**src/rtl/mem_arb_pkg.sv**
```systemverilog
// Shared sizing, FSM state and request-beat types for the memory request arbiter.
package mem_arb_pkg;

    localparam int N_REQ  = 4;
    localparam int ADDR_W = 32;
    localparam int DATA_W = 32;
    localparam int LEN_W  = 4;
    localparam int TAG_W  = $clog2(N_REQ);

    typedef enum logic [0:0] {
        IDLE  = 1'b0,
        BURST = 1'b1
    } arb_state_t;

    typedef struct packed {
        logic [ADDR_W-1:0] addr;
        logic [DATA_W-1:0] data;
        logic [LEN_W-1:0]  len;
    } mem_req_t;

endpackage

```
**src/rtl/rr_arbiter.sv**
```systemverilog
// Combinational round-robin picker: the requestor after last_grant has top priority.
module rr_arbiter
    import mem_arb_pkg::*;
(
    input  logic [N_REQ-1:0] req,
    input  logic [TAG_W-1:0] last_grant,
    output logic [N_REQ-1:0] grant,
    output logic [TAG_W-1:0] grant_idx
);

    logic             found;
    logic [TAG_W-1:0] cand;

    always_comb begin
        grant     = '0;
        grant_idx = '0;
        found     = 1'b0;
        cand      = '0;
        for (int k = 1; k <= N_REQ; k++) begin
            cand = TAG_W'((int'(last_grant) + k) % N_REQ);
            if (!found && req[cand]) begin
                found       = 1'b1;
                grant[cand] = 1'b1;
                grant_idx   = cand;
            end
        end
    end

endmodule

```
**src/rtl/mem_req_arbiter.sv**
```systemverilog
// Serialises four requestor streams onto one registered memory request slot with
// round-robin burst-locked arbitration, and routes memory responses back by tag.
module mem_req_arbiter
    import mem_arb_pkg::*;
(
    input  logic              clk,
    input  logic              reset,

    input  logic              io_requestor_0_req_valid,
    output logic              io_requestor_0_req_ready,
    input  logic [ADDR_W-1:0] io_requestor_0_req_bits_addr,
    input  logic [DATA_W-1:0] io_requestor_0_req_bits_data,
    input  logic [LEN_W-1:0]  io_requestor_0_req_bits_len,
    output logic              io_requestor_0_resp_valid,
    output logic [DATA_W-1:0] io_requestor_0_resp_bits_data,

    input  logic              io_requestor_1_req_valid,
    output logic              io_requestor_1_req_ready,
    input  logic [ADDR_W-1:0] io_requestor_1_req_bits_addr,
    input  logic [DATA_W-1:0] io_requestor_1_req_bits_data,
    input  logic [LEN_W-1:0]  io_requestor_1_req_bits_len,
    output logic              io_requestor_1_resp_valid,
    output logic [DATA_W-1:0] io_requestor_1_resp_bits_data,

    input  logic              io_requestor_2_req_valid,
    output logic              io_requestor_2_req_ready,
    input  logic [ADDR_W-1:0] io_requestor_2_req_bits_addr,
    input  logic [DATA_W-1:0] io_requestor_2_req_bits_data,
    input  logic [LEN_W-1:0]  io_requestor_2_req_bits_len,
    output logic              io_requestor_2_resp_valid,
    output logic [DATA_W-1:0] io_requestor_2_resp_bits_data,

    input  logic              io_requestor_3_req_valid,
    output logic              io_requestor_3_req_ready,
    input  logic [ADDR_W-1:0] io_requestor_3_req_bits_addr,
    input  logic [DATA_W-1:0] io_requestor_3_req_bits_data,
    input  logic [LEN_W-1:0]  io_requestor_3_req_bits_len,
    output logic              io_requestor_3_resp_valid,
    output logic [DATA_W-1:0] io_requestor_3_resp_bits_data,

    output logic              io_mem_req_valid,
    input  logic              io_mem_req_ready,
    output logic [ADDR_W-1:0] io_mem_req_bits_addr,
    output logic [DATA_W-1:0] io_mem_req_bits_data,
    output logic [TAG_W-1:0]  io_mem_req_bits_tag,
    input  logic              io_mem_resp_valid,
    input  logic [TAG_W-1:0]  io_mem_resp_bits_tag,
    input  logic [DATA_W-1:0] io_mem_resp_bits_data
);

    logic [N_REQ-1:0] req_valid;
    logic [N_REQ-1:0] req_ready;
    logic [N_REQ-1:0] resp_valid;
    logic [N_REQ-1:0] grant;
    logic [N_REQ-1:0] arb_grant;
    mem_req_t         req_bits [N_REQ];
    mem_req_t         sel_bits;
    logic [TAG_W-1:0] arb_idx;
    logic [TAG_W-1:0] sel_idx;
    logic             slot_free;
    logic             accept;

    arb_state_t        state_reg;
    logic [TAG_W-1:0]  last_grant_reg;
    logic [TAG_W-1:0]  owner_reg;
    logic [LEN_W-1:0]  count_reg;
    logic              out_valid_reg;
    logic [ADDR_W-1:0] out_addr_reg;
    logic [DATA_W-1:0] out_data_reg;
    logic [TAG_W-1:0]  out_tag_reg;

    assign req_valid = {io_requestor_3_req_valid, io_requestor_2_req_valid,
                        io_requestor_1_req_valid, io_requestor_0_req_valid};

    assign req_bits[0] = '{addr: io_requestor_0_req_bits_addr, data: io_requestor_0_req_bits_data,
                           len: io_requestor_0_req_bits_len};
    assign req_bits[1] = '{addr: io_requestor_1_req_bits_addr, data: io_requestor_1_req_bits_data,
                           len: io_requestor_1_req_bits_len};
    assign req_bits[2] = '{addr: io_requestor_2_req_bits_addr, data: io_requestor_2_req_bits_data,
                           len: io_requestor_2_req_bits_len};
    assign req_bits[3] = '{addr: io_requestor_3_req_bits_addr, data: io_requestor_3_req_bits_data,
                           len: io_requestor_3_req_bits_len};

    rr_arbiter u_rr_arbiter (
        .req        (req_valid),
        .last_grant (last_grant_reg),
        .grant      (arb_grant),
        .grant_idx  (arb_idx)
    );

    // While a burst is locked, the arbiter result is ignored and only the owner is eligible.
    assign slot_free = !out_valid_reg || io_mem_req_ready;
    assign grant     = (state_reg == BURST) ? (N_REQ'(1) << owner_reg) : arb_grant;
    assign sel_idx   = (state_reg == BURST) ? owner_reg : arb_idx;
    assign sel_bits  = req_bits[sel_idx];
    assign accept    = |(req_ready & req_valid);

    for (genvar gi = 0; gi < N_REQ; gi++) begin : g_port
        assign req_ready[gi]  = grant[gi] && slot_free && reset;
        assign resp_valid[gi] = io_mem_resp_valid &&
                                ({1'b0, io_mem_resp_bits_tag} == (TAG_W+1)'(gi));
    end

    assign io_requestor_0_req_ready = req_ready[0];
    assign io_requestor_1_req_ready = req_ready[1];
    assign io_requestor_2_req_ready = req_ready[2];
    assign io_requestor_3_req_ready = req_ready[3];

    assign io_requestor_0_resp_valid = resp_valid[0];
    assign io_requestor_1_resp_valid = resp_valid[1];
    assign io_requestor_2_resp_valid = resp_valid[2];
    assign io_requestor_3_resp_valid = resp_valid[3];

    assign io_requestor_0_resp_bits_data = io_mem_resp_bits_data;
    assign io_requestor_1_resp_bits_data = io_mem_resp_bits_data;
    assign io_requestor_2_resp_bits_data = io_mem_resp_bits_data;
    assign io_requestor_3_resp_bits_data = io_mem_resp_bits_data;

    assign io_mem_req_valid     = out_valid_reg;
    assign io_mem_req_bits_addr = out_addr_reg;
    assign io_mem_req_bits_data = out_data_reg;
    assign io_mem_req_bits_tag  = out_tag_reg;

    always_ff @(posedge clk) begin
        if (!reset) begin
            state_reg      <= IDLE;
            last_grant_reg <= TAG_W'(N_REQ - 1);
            owner_reg      <= '0;
            count_reg      <= '0;
            out_valid_reg  <= 1'b0;
            out_addr_reg   <= '0;
            out_data_reg   <= '0;
            out_tag_reg    <= '0;
        end else begin
            if (accept) begin
                out_valid_reg <= 1'b1;
                out_addr_reg  <= sel_bits.addr;
                out_data_reg  <= sel_bits.data;
                out_tag_reg   <= sel_idx;
            end else if (io_mem_req_ready) begin
                out_valid_reg <= 1'b0;
            end

            case (state_reg)
                IDLE: begin
                    if (accept) begin
                        last_grant_reg <= arb_idx;
                        if (sel_bits.len != '0) begin
                            state_reg <= BURST;
                            count_reg <= sel_bits.len;
                            owner_reg <= arb_idx;
                        end
                    end
                end
                BURST: begin
                    // count holds the beats still owed; the beat taken at count==1 ends the lock.
                    if (accept) begin
                        count_reg <= count_reg - LEN_W'(1);
                        if (count_reg == LEN_W'(1)) begin
                            state_reg <= IDLE;
                        end
                    end
                end
                default: state_reg <= IDLE;
            endcase
        end
    end

endmodule
```
**config.mk**
```make
export PLATFORM = sky130hd
export DESIGN_NAME = mem_req_arbiter
export DESIGN_NICKNAME = d
export VERILOG_FILES = /design/src/rtl/mem_arb_pkg.sv /design/src/rtl/rr_arbiter.sv /design/src/rtl/mem_req_arbiter.sv
export SDC_FILE = /design/constraint.sdc
export NUM_CORES = 1
export LEC_CHECK = 0
export CAP_MARGIN = 20
export CORE_AREA = 5 5 199 201
export CTS_CLUSTER_DIAMETER = 40
export DETAILED_ROUTE_END_ITERATION = 8
export DIE_AREA = 0 0 204 206
export PLACE_DENSITY = 0.52
export SYNTH_ARGS = -nofsm -noshare
export SYNTH_HDL_FRONTEND = slang
export SYNTH_SLANG_ARGS = --single-unit
```
**constraint.sdc**
```tcl
create_clock -name clk -period 3.7 [get_ports clk]
set_input_delay 0.37 -clock clk [delete_from_list [all_inputs] [get_ports clk]]
set_output_delay 0.37 -clock clk [all_outputs]
set_load 0.01 [all_outputs]
```
==> results.md, run 1 <==
- CORE AREA: 37400 um2
- Area growth syn-to-layout: 59.56%
- CTS Buffer Depth: 2
- EDFF count, synth: 0
- Mapped cell area: 6132 um2
- Placed cell count: 1351
- Drt pass-1 iters: 4
- Endpoints failing setup: 0
- Slowest stage cell, crit path: mux4_2
- Syn_area_per_cell: 9.687 um2
- Synth Flop Type: dfxtp_1
- First-pass GRT wire length: 35.53 mm
- Final hold vios: 0
- Die Y-Extent: 206 um
- Pwr Density: 704.2 nW/um2
- Fin nets: 1183
- Max Cap Viol: 0
- Post-route ant nets: 0
- Clock Latency Late Sink: 0.34 ns
- Post-synth ARST share: 0
- Cts bufs inserted: 9
- Post-Syn Nets: 957
- Yosys reg bits: 76
- Buf+Inv Stages, Crit Path: 4
- Via count: 5461
- Largest net degree at the start of global routing: 77
- VDD IR-drop max: 0.2659 mV
- Post-DP HPWL: 19.68 mm
- Synth unique cells: 42
- Vias in the first global route: 5903
- Status: completed
- Critical path endpoint category: flip-flop
- Worst Tran Pin Value: 0.7886 ns
- DR WL/cell: 17.60 um
- Critical path arrival: 3.73 ns
- Initial Utilization: 0.1640
- Share of the synthesized area in the top cell type: 0.2644
- Vias/cell: 3.969
- Critical Path RT: 3.96 ns
- GRT Resource Usage Total: 0.1099
- H-tree depth: 3
- Die footprint: 42020 um2
- Cells after Synth: 633
- Tcrit/Tclk final: 0.9374
- Pins over their slew limit: 0
- Setup TNS: 0 ns
- Post-synthesis sequential area ratio: 0.2481
- Clock slew at reported path FFs: 0.07 ns
- CTS tree: built
- Layout Cells excl Fill: 1376
- Die width: 204 um
- CP cell instances: inv_1, ha_4, mux4_2, buf_4, nor4b_4, buf_4, o31a_2, mux4_2, nor4_4, buf_4, nor4_1, a211oi_1
- Max Fclk: 288.3 MHz
- Largest area contributor in the netlist: mux4_2
- GPL Wtd Cong: 0.8218
- Most used cell along the critical path: buf_4
- Row count: 71
- Leakage: 3.423 nW
- CTS root buffer: clkbuf_16
- Delay-heaviest family, CP: multiplexers
- Starting DRC count in detailed routing: 215
- Main area contributors after synthesis: mux4_2 (26%), dfxtp_1 (25%), buf_4 (16%), nand2_1 (8.6%), a21boi_0 (4.3%)
- Power, Total: 6.890 mW
- Clk_skew: 0.009461 ns
- HP Class: reg2reg
- Tmin final: 3.469 ns
- IO Port Bufs: 356
- Setup CP Type: reg2reg
- Slowest stage delay, CP: 0.52 ns
- Share of layout cells above drive strength 1: 0.1564
- Clk sink count: 76
- Worst-path maximum fanout: 6
- GRT Residual Overflow: 0
- Initial antenna violation count: 2
- Final wirelength: 24.21 mm
- Yosys warnings: 0
- CP Launch Type: flip-flop
- Post-route DRC: 0
- Rel. slew slack: 0.4743
- I/O pin count: 517
power breakdown:
part	leakage [nW]	switching [mW]	internal (mW)
Clock	0.124	0.383	0.451
Combinational	2.68	2.12	2.49
Sequential	0.622	0.236	1.21
Total	3.42	2.73	4.16
kinds of logic (layout without fill, tap and decap cells):
family | count (synthesis) | count (layout) | synth area share
AO/OA/AOI/OAI | 107 | 107 | 0.1318
multiplexers | 79 | 79 | 0.2767
AND/OR/NAND/NOR | 182 | 182 | 0.1294
buffers and inverters | 179 | 409 | 0.1936
other | 0 | 2 | 0
flip-flops | 76 | 76 | 0.2481
adder cells (fa/ha/maj) | 10 | 10 | 0.02040
synth_stat cells (all sizes together), types with 2 or more instances:
| cell | number |
|---|---|
| dfxtp | 76 |
| mux2i | 3 |
| buf | 147 |
| nand2b | 4 |
| a21oi | 5 |
| a21o | 3 |
| nor3 | 4 |
| mux4 | 72 |
| ha | 10 |
| and3 | 3 |
| nand2 | 140 |
| inv | 7 |
| nand3 | 4 |
| nand3b | 2 |
| nor3b | 2 |
| o21ai | 11 |
| nor4 | 5 |
| nor2 | 11 |
| o31ai | 2 |
| a221o | 2 |
| a221oi | 4 |
| nand4 | 3 |
| a21boi | 66 |
| mux2 | 4 |
| clkbuf | 25 |
| o311ai | 2 |
| a22oi | 5 |
| nor2b | 2 |
| o211ai | 2 |
per-stage QoR:
| step | setup slack, ns | instance area [um2] | utilization | hold WS (ns) |
|---|---|---|---|---|
| 2_1_floorplan | 0.005189 | 6148 | - | 0.4597 |
| 3_3_place_gp | -0.08631 | 9443 | 0.2525 | 0.4371 |
| 3_5_place_dp | -0.1073 | 9443 | 0.2525 | 0.4447 |
| 4_1_cts | 0.001085 | 9709 | 0.2596 | 0.4529 |
| 5_1_grt | -0.02006 | 9782 | 0.2616 | 0.4758 |
| 6_report | 0.2315 | 9784 | 0.2616 | 0.4497 |
cell usage in the layout, fill, tap and decap left out, types with 3 or more instances in the layout:
| cell | n |
|---|---|
| o21ai_1 | 4 |
| mux4_2 | 72 |
| a21boi_1 | 31 |
| dlymetal6s2s_1 | 4 |
| buf_4 | 26 |
| clkdlybuf4s50_1 | 351 |
| clkinvlp_4 | 3 |
| buf_12 | 5 |
| clkbuf_16 | 9 |
| a21o_1 | 3 |
| a21boi_0 | 35 |
| mux2_2 | 4 |
| a22oi_1 | 5 |
| nand3_1 | 3 |
| nor3_1 | 4 |
| a21oi_1 | 5 |
| nand2b_1 | 4 |
| o21ai_0 | 6 |
| mux2i_1 | 3 |
| inv_1 | 7 |
| nand2_1 | 140 |
| ha_1 | 9 |
| a221oi_2 | 4 |
| nor2_1 | 11 |
| nor4_1 | 4 |
| dfxtp_1 | 76 |
| nand4_1 | 3 |
worst min-delay path: stages (launching register included):
cell	delay, ns
dfxtp_1	0.31
nand2_1	0.05
a21boi_1	0.05
per-layer routing:
| layer | part of all wire | GRT usage |
|---|---|---|
| met4 | 0.011 | 0.02895 |
| met5 | 0 | 0 |
| met1 | 0.37 | 0.1228 |
| met2 | 0.52 | 0.1935 |
| met3 | 0.095 | 0.04629 |
final timing paths:
check	start	to	slack [ns]	cells past startpoint
min	io_mem_req_bits_data[11]$_SDFFE_PN0P_	io_mem_req_bits_data[11]$_SDFFE_PN0P_	0.45	2
max	last_grant_reg[0]$_SDFFE_PN1P_	count_reg[2]$_SDFFE_PN0P_	0.23	12
min reg2reg	io_mem_req_bits_data[11]$_SDFFE_PN0P_	io_mem_req_bits_data[11]$_SDFFE_PN0P_	0.45	2
max reg2reg	last_grant_reg[0]$_SDFFE_PN1P_	count_reg[2]$_SDFFE_PN0P_	0.23	12
what timing repair did:
action,CTS,global route
hold buffers,0,0
buffers inserted,0,8
resized for setup,0,4
endpoints found under the setup margin,0,11
layout make-up:
| cell class | instances | area [um2] |
|---|---|---|
| Antenna cell | 2 | 5.005 |
| Clock buffer | 9 | 225.2 |
| Clock inverter | 6 | 41.29 |
| Fill cell | 3967 | 27620 |
| Inverter | 7 | 26.28 |
| Multi-Input combinational cell | 378 | 3462 |
| Sequential cell | 76 | 1521 |
| Tap cell | 511 | 639.4 |
| Timing Repair Buffer | 387 | 3864 |
No activity file was read; power rests on OpenSTA's default activity.
==> run 2: changes to the inputs <==
Settings changed: ABC_AREA set to 0.
==> results of run 2 <==
Same layout as run 1: the final DEF is identical, and so are final timing and power.
==> run 3: changes to the inputs <==
Settings changed: CORE_AREA 5 5 199 201 to 5 5 195 197, DIE_AREA 0 0 204 206 to 0 0 200 202.
Clock period 3.7 ns to 3.6 ns, I/O delays scaled along.
==> run 3 against run 2 <==
Net effect:
- sequential share of layout area is essentially flat
- combinational power grew 3%
- utilization grew 0.98 points
- total power grew 5.1%
- critical path type unchanged
- highest routed layer unchanged
- fmax grew 1.9%
- worst hold slack lost 0.0032 ns
- non-clock buffer count grew 2
==> results.md, run 3 (synthesis gave the netlist of run 1 again) <==
- Setup CP Type: reg2reg
- CP Launch Type: flip-flop
- Die Y-Extent: 202 um (-1.9%)
- Most frequent cells in the layout: clkdlybuf4s50_1 (352), nand2_1 (140), dfxtp_1 (75), mux4_2 (72), a21boi_0 (35)
- Register area: 1523 um2 (about the same)
- Row count: 70 (-1.4%)
- Initial antenna violation count: 0 (-2)
- GPL Wtd Cong: 0.8033 (-2.3%)
- Worst Tran Pin Value: 0.7811 ns (-0.007448 ns)
- Initial Utilization: 0.1699 (+0.005975)
- Post-route ant nets: 0 (unchanged)
- Endpoints failing setup: 0 (unchanged)
- Layout Cells excl Fill: 1334 (-3.1%)
- Reg2reg start: last_grant_reg[1]$_SDFFE_PN1P_
- Hold worst-path end: io_mem_req_bits_data[28]$_SDFFE_PN0P_
- Vias/cell: 4.079 (+2.8%)
- Starting DRC count in detailed routing: 220 (+2.3%)
- RSZ-0062 raised after global routing: false
- Clk sink count: 76 (unchanged)
- Via count: 5442 (-0.35%)
- Worst Slack Setup Final: 0.1959 ns (-0.03557 ns)
- I/O pin count: 517 (unchanged)
- HP Class: reg2reg
- IO Port Bufs: 356 (unchanged)
- Critical path arrival: 3.67 ns (-0.06 ns)
- Largest net degree at the start of global routing: 77 (unchanged)
- Worst reg2reg path endpoint: owner_reg[1]$_SDFFE_PN0P_
- Fillcell total: 3859 (-2.7%)
- GRT Resource Usage Total: 0.1153 (+0.005382)
- CORE AREA: 36080 um2 (-3.5%)
- Hold Crit Depth: 2 (unchanged)
- Pre-CTS WS: -0.04272 ns (+0.06460 ns)
- Vias in the first global route: 5980 (+1.3%)
- CTS Buffer Depth: 2 (unchanged)
- Clk_skew: 0.01099 ns (+0.001525 ns)
- Area of the multi-input gates: 3462 um2 (unchanged)
- Post-CTS Hold Fix Bufs: 0 (unchanged)
- GRT Residual Overflow: 0 (unchanged)
- Drt pass-1 iters: 4 (unchanged)
- Cts bufs inserted: 9 (unchanged)
- Placed inst area: 9450 um2 (about the same)
- Max Fclk: 293.8 MHz (+1.9%)
- VDD IR-drop max: 0.2535 mV (-4.7%)
- Final hold vios: 0 (unchanged)
- Tcrit/Tclk final: 0.9456 (+0.008142)
- DR WL/cell: 18.07 um (+2.7%)
- Die footprint: 40400 um2 (-3.9%)
- Worst-path maximum fanout: 8 (+2)
- FF-to-FF path depth: 12 (unchanged)
- CTS tree: built
- Rel. slew slack: 0.4792 (+0.004965)
- H-tree depth: 3 (unchanged)
- Max Cap Viol: 0 (unchanged)
- Clock Latency Late Sink: 0.34 ns (about the same)
- First-pass GRT wire length: 35.88 mm (+0.99%)
- Clock slew at reported path FFs: 0.06 ns (about the same)
- Hold Path Origin: io_mem_req_bits_data[28]$_SDFFE_PN0P_
- Post-DP HPWL: 19.54 mm (-0.68%)
- Tmin final: 3.404 ns (-0.06443 ns)
- Power, Total: 7.242 mW (+5.1%)
- Critical Path RT: 3.87 ns (-0.09 ns)
- Diode count: 0 (-2)
- Critical path endpoint category: flip-flop
- Reg2reg setup slack: 0.20 ns (-0.04 ns)
- CTS root buffer: clkbuf_16
- Post-route DRC: 0 (unchanged)
- Design area: 9794 um2 (+0.10%)
- Status: completed
- Area growth syn-to-layout: 59.72%
- Pwr Density: 739.4 nW/um2 (+5.0%)
- Die width: 200 um (-2.0%)
- Placed cell count: 1316 (-2.6%)
- Fin nets: 1185 (+0.17%)
- Commonest non-fill, non-tap cell in the layout: clkdlybuf4s50_1
- Pins over their slew limit: 0 (unchanged)
- Final wirelength: 24.11 mm (-0.43%)
- Share of layout cells above drive strength 1: 0.1605 (+0.004077)
- Leakage: 3.415 nW (-0.24%)
[run 3: cell count changes in the layout (fill, tap and decap cells not counted), sizes merged, moves of 2 or more]
cell	previous run	this run
buf	32	35
bufinv	0	2
clkbuf	9	11
clkinv	2	0
diode	2	0
dlymetal6s2s	4	1
[run 3: layout make-up]
cell class	count	area share
Clock buffer	11	0.02478
Clock inverter	5	0.008559
Inverter	7	0.002683
Multi-Input combinational cell	378	0.3535
Sequential cell	76	0.1555
Tap cell	468	0.05979
Timing Repair Buffer	389	0.3952
[run 3: power breakdown]
part / switching (mW) / leakage [nW] / total [mW] / internal (mW)
registers: 0.227 / 0.621 / 1.48 / 1.25
clock network: 0.391 / 0.152 / 1.02 / 0.630
logic: 2.18 / 2.64 / 4.75 / 2.57
total: 2.79 / 3.41 / 7.24 / 4.45
[run 3: metal layers]
| layer | track usage | share of wire | vias to the layer above |
|---|---|---|---|
| met4 | 0.03299 | 0.019 | 0 |
| met5 | 0 | 0 | - |
| li1 | - | - | 2588 |
| met3 | 0.04551 | 0.086 | 40 |
| met2 | 0.1941 | 0.50 | 229 |
| met1 | 0.1354 | 0.39 | 2585 |
[run 3: metrics by stage]
step	TNS (ns)	util	hold WS [ns]
floorplan	-0.07972	-	0.4597
global placement	0	0.2619	0.4370
detailed placement	-0.07151	0.2619	0.4412
CTS	0	0.2711	0.4496
global route	0	0.2714	0.4651
finish	0	0.2714	0.4466
[run 3: worst max-delay path by stage]
stage / cells past startpoint / from / endpoint / slack [ns]
global route: 10 / last_grant_reg[1]$_SDFFE_PN1P_ / io_requestor_2_req_ready / 0.002
detailed placement: 11 / io_requestor_2_req_valid / owner_reg[1]$_SDFFE_PN0P_ / -0.04
global placement: 11 / io_requestor_2_req_valid / owner_reg[0]$_SDFFE_PN0P_ / 0.03
CTS: 11 / last_grant_reg[0]$_SDFFE_PN1P_ / io_requestor_0_req_ready / 0.06
finish: 12 / last_grant_reg[1]$_SDFFE_PN1P_ / owner_reg[1]$_SDFFE_PN0P_ / 0.20
floorplan: 12 / last_grant_reg[0]$_SDFFE_PN1P_ / owner_reg[0]$_SDFFE_PN0P_ / -0.04
[run 3: timing repair]
item | in CTS | in global routing
endpoints found under the setup margin | 2 | 12
buffers inserted | 1 | 1
pin swaps | 2 | 2
gates resized for setup | 2 | 3
[run 3: worst max-delay path, cell delays in order, from the launching register on]
cell and delay [ns]:
dfxtp_1 0.32, inv_1 0.07, ha_4 0.31, mux4_2 0.52, nor2b_1 0.19, o21ai_1 0.12
o21ai_1 0.14, o21ai_4 0.28, mux4_2 0.59, nor4_4 0.30, buf_6 0.16, or3_4 0.14
mux2i_1 0.17
